### src/rtl/led_pkg.sv
// Shared constants for the LED pattern engine: mode codes, speed codes and
// the small enums used for bounce direction and fill phase.
package led_pkg;

  localparam logic [2:0] MODE_ROTL   = 3'd0;
  localparam logic [2:0] MODE_ROTR   = 3'd1;
  localparam logic [2:0] MODE_BOUNCE = 3'd2;
  localparam logic [2:0] MODE_BLINK  = 3'd3;
  localparam logic [2:0] MODE_FILL   = 3'd4;

  localparam logic [1:0] SPEED_X1 = 2'd0;
  localparam logic [1:0] SPEED_X2 = 2'd1;
  localparam logic [1:0] SPEED_X4 = 2'd2;
  localparam logic [1:0] SPEED_X8 = 2'd3;

  typedef enum logic {
    PhaseFill,
    PhaseDrain
  } fill_phase_e;

  typedef enum logic {
    DirLeft,
    DirRight
  } dir_e;

endpackage

### src/rtl/led_tick_gen.sv
// Step prescaler: counts clk cycles and raises a single-cycle tick at the end
// of each period, where the period shrinks by powers of two with speed.
module led_tick_gen
  import led_pkg::*;
#(
  parameter int unsigned STEP_CYCLES = 50_000_000,
  parameter int unsigned CNT_W       = 26
) (
  input  logic       clk,
  input  logic       rst_n,
  input  logic       en,
  input  logic       clr,
  input  logic [1:0] speed,
  output logic       tick
);

  localparam logic [31:0] StepCycles = 32'(STEP_CYCLES);

  logic [31:0]      shifted;
  logic [CNT_W-1:0] period;
  logic [CNT_W-1:0] terminal;
  logic [CNT_W-1:0] cnt_q, cnt_d;

  always_comb begin
    shifted = StepCycles;
    case (speed)
      SPEED_X1: shifted = StepCycles;
      SPEED_X2: shifted = StepCycles >> 1;
      SPEED_X4: shifted = StepCycles >> 2;
      SPEED_X8: shifted = StepCycles >> 3;
      default:  shifted = StepCycles;
    endcase
  end

  assign period   = CNT_W'(shifted);
  assign terminal = period - CNT_W'(1);

  // >= rather than == so a switch to a shorter period never lets cnt overrun.
  always_comb begin
    tick  = 1'b0;
    cnt_d = cnt_q;
    if (clr) begin
      cnt_d = '0;
    end else if (en) begin
      if (cnt_q >= terminal) begin
        cnt_d = '0;
        tick  = 1'b1;
      end else begin
        cnt_d = cnt_q + CNT_W'(1);
      end
    end
  end

  always_ff @(posedge clk or negedge rst_n) begin
    if (!rst_n) begin
      cnt_q <= '0;
    end else begin
      cnt_q <= cnt_d;
    end
  end

endmodule

### src/rtl/led_pattern.sv
// LED pattern engine: rotate-left/right, bounce, blink and fill/drain patterns
// advanced by a prescaled tick; a mode change reloads the pattern immediately.
module led_pattern
  import led_pkg::*;
#(
  parameter int unsigned LED_W       = 8,
  parameter int unsigned STEP_CYCLES = 50_000_000,
  parameter int unsigned CNT_W       = 26
) (
  input  logic             clk,
  input  logic             rst_n,
  input  logic             en,
  input  logic [2:0]       mode,
  input  logic [1:0]       speed,
  output logic [LED_W-1:0] led,
  output logic             step
);

  logic [LED_W-1:0] led_q, led_d;
  logic             step_q, step_d;
  logic [2:0]       mode_q, mode_d;
  dir_e             dir_q, dir_d;
  fill_phase_e      phase_q, phase_d;
  logic             reload;
  logic             tick;
  logic [LED_W-1:0] fill_next;

  assign reload = (mode != mode_q);

  led_tick_gen #(
    .STEP_CYCLES(STEP_CYCLES),
    .CNT_W      (CNT_W)
  ) u_tick_gen (
    .clk  (clk),
    .rst_n(rst_n),
    .en   (en),
    .clr  (reload),
    .speed(speed),
    .tick (tick)
  );

  assign fill_next = {led_q[LED_W-2:0], phase_q == PhaseFill};

  always_comb begin
    led_d   = led_q;
    step_d  = 1'b0;
    mode_d  = mode_q;
    dir_d   = dir_q;
    phase_d = phase_q;
    if (reload) begin
      mode_d  = mode;
      dir_d   = DirLeft;
      phase_d = PhaseFill;
      case (mode)
        MODE_ROTL, MODE_BOUNCE: led_d = LED_W'(1);
        MODE_ROTR:              led_d = {1'b1, {(LED_W-1){1'b0}}};
        MODE_BLINK, MODE_FILL:  led_d = '0;
        default:                led_d = led_q;
      endcase
    end else if (tick) begin
      step_d = 1'b1;
      case (mode_q)
        MODE_ROTL: led_d = {led_q[LED_W-2:0], led_q[LED_W-1]};
        MODE_ROTR: led_d = {led_q[0], led_q[LED_W-1:1]};
        MODE_BOUNCE: begin
          // Reversal and the first move back happen in the same step.
          if (dir_q == DirLeft) begin
            if (led_q[LED_W-1]) begin
              dir_d = DirRight;
              led_d = led_q >> 1;
            end else begin
              led_d = led_q << 1;
            end
          end else begin
            if (led_q[0]) begin
              dir_d = DirLeft;
              led_d = led_q << 1;
            end else begin
              led_d = led_q >> 1;
            end
          end
        end
        MODE_BLINK: led_d = ~led_q;
        MODE_FILL: begin
          led_d = fill_next;
          if (phase_q == PhaseFill && (&fill_next)) begin
            phase_d = PhaseDrain;
          end else if (phase_q == PhaseDrain && fill_next == '0) begin
            phase_d = PhaseFill;
          end
        end
        default: step_d = 1'b0;
      endcase
    end
  end

  always_ff @(posedge clk or negedge rst_n) begin
    if (!rst_n) begin
      led_q   <= LED_W'(1);
      step_q  <= 1'b0;
      mode_q  <= MODE_ROTL;
      dir_q   <= DirLeft;
      phase_q <= PhaseFill;
    end else begin
      led_q   <= led_d;
      step_q  <= step_d;
      mode_q  <= mode_d;
      dir_q   <= dir_d;
      phase_q <= phase_d;
    end
  end

  assign led  = led_q;
  assign step = step_q;

endmodule
### config.mk
export PLATFORM = sky130hd
export DESIGN_NAME = led_pattern
export DESIGN_NICKNAME = d
export VERILOG_FILES = /design/src/rtl/led_pkg.sv /design/src/rtl/led_tick_gen.sv /design/src/rtl/led_pattern.sv
export SDC_FILE = /design/constraint.sdc
export NUM_CORES = 1
export LEC_CHECK = 0
export CAP_MARGIN = 20
export CORE_MARGIN = 2
export CORE_UTILIZATION = 55
export DETAILED_ROUTE_END_ITERATION = 8
export HOLD_SLACK_MARGIN = 0.12
export PLACE_DENSITY = 0.75
export SYNTH_ARGS = -nofsm -noshare
export SYNTH_HDL_FRONTEND = slang
export SYNTH_SLANG_ARGS = --single-unit
### constraint.sdc
create_clock -name clk -period 3.9 [get_ports clk]
set_clock_uncertainty 0.2 [all_clocks]
set_input_delay 0.585 -clock clk [delete_from_list [all_inputs] [get_ports clk]]
set_output_delay 0.585 -clock clk [all_outputs]
set_load 0.03 [all_outputs]
==> flow_summary.json <==
{
  "outcome": "complete, no violations",
  "gp_congestion": 0.852,
  "pre_cts_slack_ps": 77.8,
  "synth-edff-count": 0,
  "die_y_um": 75.8,
  "clockRootBuffer": "clkbuf_8",
  "placementRows": 26,
  "cts_tree": "done",
  "cp.arrival_ps": 3610,
  "io_pins": 17,
  "grt_pass1_vias": 2302,
  "reg2reg_slack_ps": 1020,
  "slew_violations": 0,
  "worstReg2RegStart": "u_tick_gen.cnt_q[23]$_DFFE_PN0P_",
  "max_cap_violations": 0,
  "clk_latency_ps": 300,
  "worst_slack_ps": 337,
  "synth_area_leaders": "dfrtp_1 (34%), ha_1 (8.4%), nand2_1 (4.0%)",
  "drtAntennaViolNets": 0,
  "grt_pass1_wl_um": 11100,
  "cpMaxStageDelayCell": "or4_4",
  "ys_ff_latch": 40,
  "relSlewSlack_pct": 38.9,
  "cp-startpoint": "speed[0]",
  "portBuffers": 16,
  "ys_types": 60,
  "htreeDepth": 2,
  "clkSinkCount": 40,
  "synth_cells": 321,
  "die-area_um2": 5750,
  "drcViolationCount": 0,
  "clk_path_buf_depth": 2,
  "synth-simple-area-share_pct": 24.2,
  "yosys.area.top_type_share_pct": 34.4,
  "area_growth_syn_to_layout_pct": 11.1,
  "syn_nets": 348,
  "die_w_um": 75.8,
  "fin_setup_tns_ps": 0,
  "synth_area_um2": 2840,
  "min_period_ps": 3560,
  "end_kind": "flop",
  "cpPeakStageDelay_ps": 550,
  "synth_area_leader_cell": "dfrtp_1",
  "crit_type": "in2reg",
  "worst_setup_path_start_kind": "input port",
  "period_share_pct": 91.4,
  "synth_xor_area_share_pct": 4.63,
  "vias": 2510,
  "path_max_fanout": 11,
  "crit_buf_inv": 3,
  "max_freq_mhz": 281,
  "gr-total-overflow": 0,
  "final_nets": 362,
  "worst-path-stages": 11,
  "hold_class": "in2async",
  "postCtsSetupBuffers": 0,
  "wl_per_cell_um": 16.6,
  "grt_max_degree": 41,
  "post_cts_resized": 0,
  "grt_use_total_pct": 25.7,
  "syn_area_per_cell_um2": 8.84,
  "ys_warn_count": 0,
  "synth_fa_ha_area_share_pct": 8.38,
  "cp-endpoint": "led[1]$_DFFE_PN0P_",
  "mostFrequentLayoutCells": "dfrtp_1 (39), nand2_1 (30), nor2_1 (27), ha_1 (19), a21oi_1 (18)",
  "drive_gt1_share_pct": 9.82,
  "placed_area_um2": 3040,
  "rsz0062_at_grt": "false",
  "seq_area_frac_synth_pct": 35.3,
  "cp.required_ps": 3940,
  "antenna_found_initial": 0,
  "cts.clk_slew.worst_paths_ps": 90,
  "path_cells": "clkdlybuf4s50_1 > nor2_1 > inv_1 > ha_1 > and4_4 > o211ai_1 > or4_4 > o211a_1 > buf_4 > nor2_4 > a22o_2",
  "cpLargestDelayFamily": "simple AND/OR/NAND/NOR gates",
  "synth_ff_type": "dfrtp_1",
  "p_per_area_nw_per_um2": 291,
  "numCtsBuffers": 5,
  "async_flop_share_pct": 100,
  "core_um2": 5040,
  "worst-slew-pin-transition_ps": 916,
  "final_common_cell": "dfrtp_1",
  "hpwl_um": 4550,
  "hold_slack_ps": 204,
  "drt_iter0_markers": 197,
  "r2r-end": "led[1]$_DFFE_PN0P_",
  "firstDrtPassIters": 5,
  "diodes": 0,
  "synth-compound-area-share_pct": 19.8,
  "postCtsHoldBufs": 0,
  "wl_um": 6720,
  "leakage_nw": 1.33,
  "vdd_drop_max_v": 0.000204,
  "hold_viol": 0,
  "synth_mux_area_share_pct": 1.94,
  "start_util_pct": 56.3,
  "ff2ff_path_depth": 8,
  "postLayoutCellArea_um2": 3150,
  "synth_top_family_by_area": "simple AND/OR/NAND/NOR gates",
  "via_per_inst": 6.18,
  "setup_violations": 0
}
## state kept, by name, summed over array words and instances (netlist names)
| name | count |
|---|---|
| dir_q | 1 |
| u_tick_gen.cnt_q | 26 |
| mode_q | 3 |
| phase_q | 1 |
| step | 1 |
| led | 8 |
## cell families after synthesis
family,after synthesis
fa+ha+maj,19
simple gates,130
compound gates,78
buf+inv,32
mux,5
xor+xnor,15
flops,40
other cells,2
## cells in the mapped netlist (all sizes together), types with 3 or more instances
| master | n |
|---|---|
| xor2 | 12 |
| o22ai | 6 |
| nand4 | 12 |
| dfrtp | 39 |
| or4 | 3 |
| a31oi | 11 |
| nand3 | 16 |
| o21a | 3 |
| and4 | 4 |
| o311ai | 4 |
| buf | 5 |
| or3 | 3 |
| xnor2 | 3 |
| nor3b | 3 |
| nand2 | 30 |
| o21ai | 11 |
| ha | 19 |
| a22o | 6 |
| clkbuf | 9 |
| a21oi | 18 |
| or2 | 3 |
| nor2 | 28 |
| nor2b | 4 |
| nor3 | 7 |
| mux2i | 4 |
| a221o | 4 |
| and3 | 8 |
| inv | 17 |
## power breakdown
part,leakage (nW),internal (mW),total (mW),switching [mW]
sequential,0.548,0.422,0.437,0.0149
combinational,0.729,0.0498,0.125,0.0756
clock,0.0541,0.190,0.355,0.165
## through the flow
stage               total power, mW  util (%)  instances
floorplan                     0.526         -        321
global placement              0.567      60.3        398
detailed placement            0.568      60.3        398
CTS                           0.922      62.5        406
global route                  0.953      62.5        406
finish                        0.917      62.5        406
## how the worst min path moves through the flow
| stage | endpoint | from | slack [ps] |
|---|---|---|---|
| after global routing | u_tick_gen.cnt_q[7]$_DFFE_PN0P_ | rst_n | 280 |
| after CTS | u_tick_gen.cnt_q[13]$_DFFE_PN0P_ | rst_n | 240 |
| after floorplan | dir_q$_DFFE_PN0P_ | rst_n | 90 |
| final | u_tick_gen.cnt_q[11]$_DFFE_PN0P_ | rst_n | 200 |
| after global placement | dir_q$_DFFE_PN0P_ | dir_q$_DFFE_PN0P_ | 320 |
| after detailed placement | dir_q$_DFFE_PN0P_ | dir_q$_DFFE_PN0P_ | 320 |
## area by class of cell
cell class / count / area [µm²]
inverters: 17 / 63.8
flip-flops and latches: 40 / 1000
clock inverters: 3 / 42.5
multi-input cells: 249 / 1690
clock buffers: 5 / 68.8
well taps: 70 / 87.6
repair buffers: 22 / 200
fillers: 445 / 1890
## layer usage
layer,part of all wire [%],vias to the layer above,global-route usage (%)
met5,0,-,0
met4,1.3,0,6.82
met3,4.8,14,4.63
met2,45,86,39.1
met1,49,1196,37.7
li1,-,1214,-
Note: power is estimated with default switching activity, not from simulation.
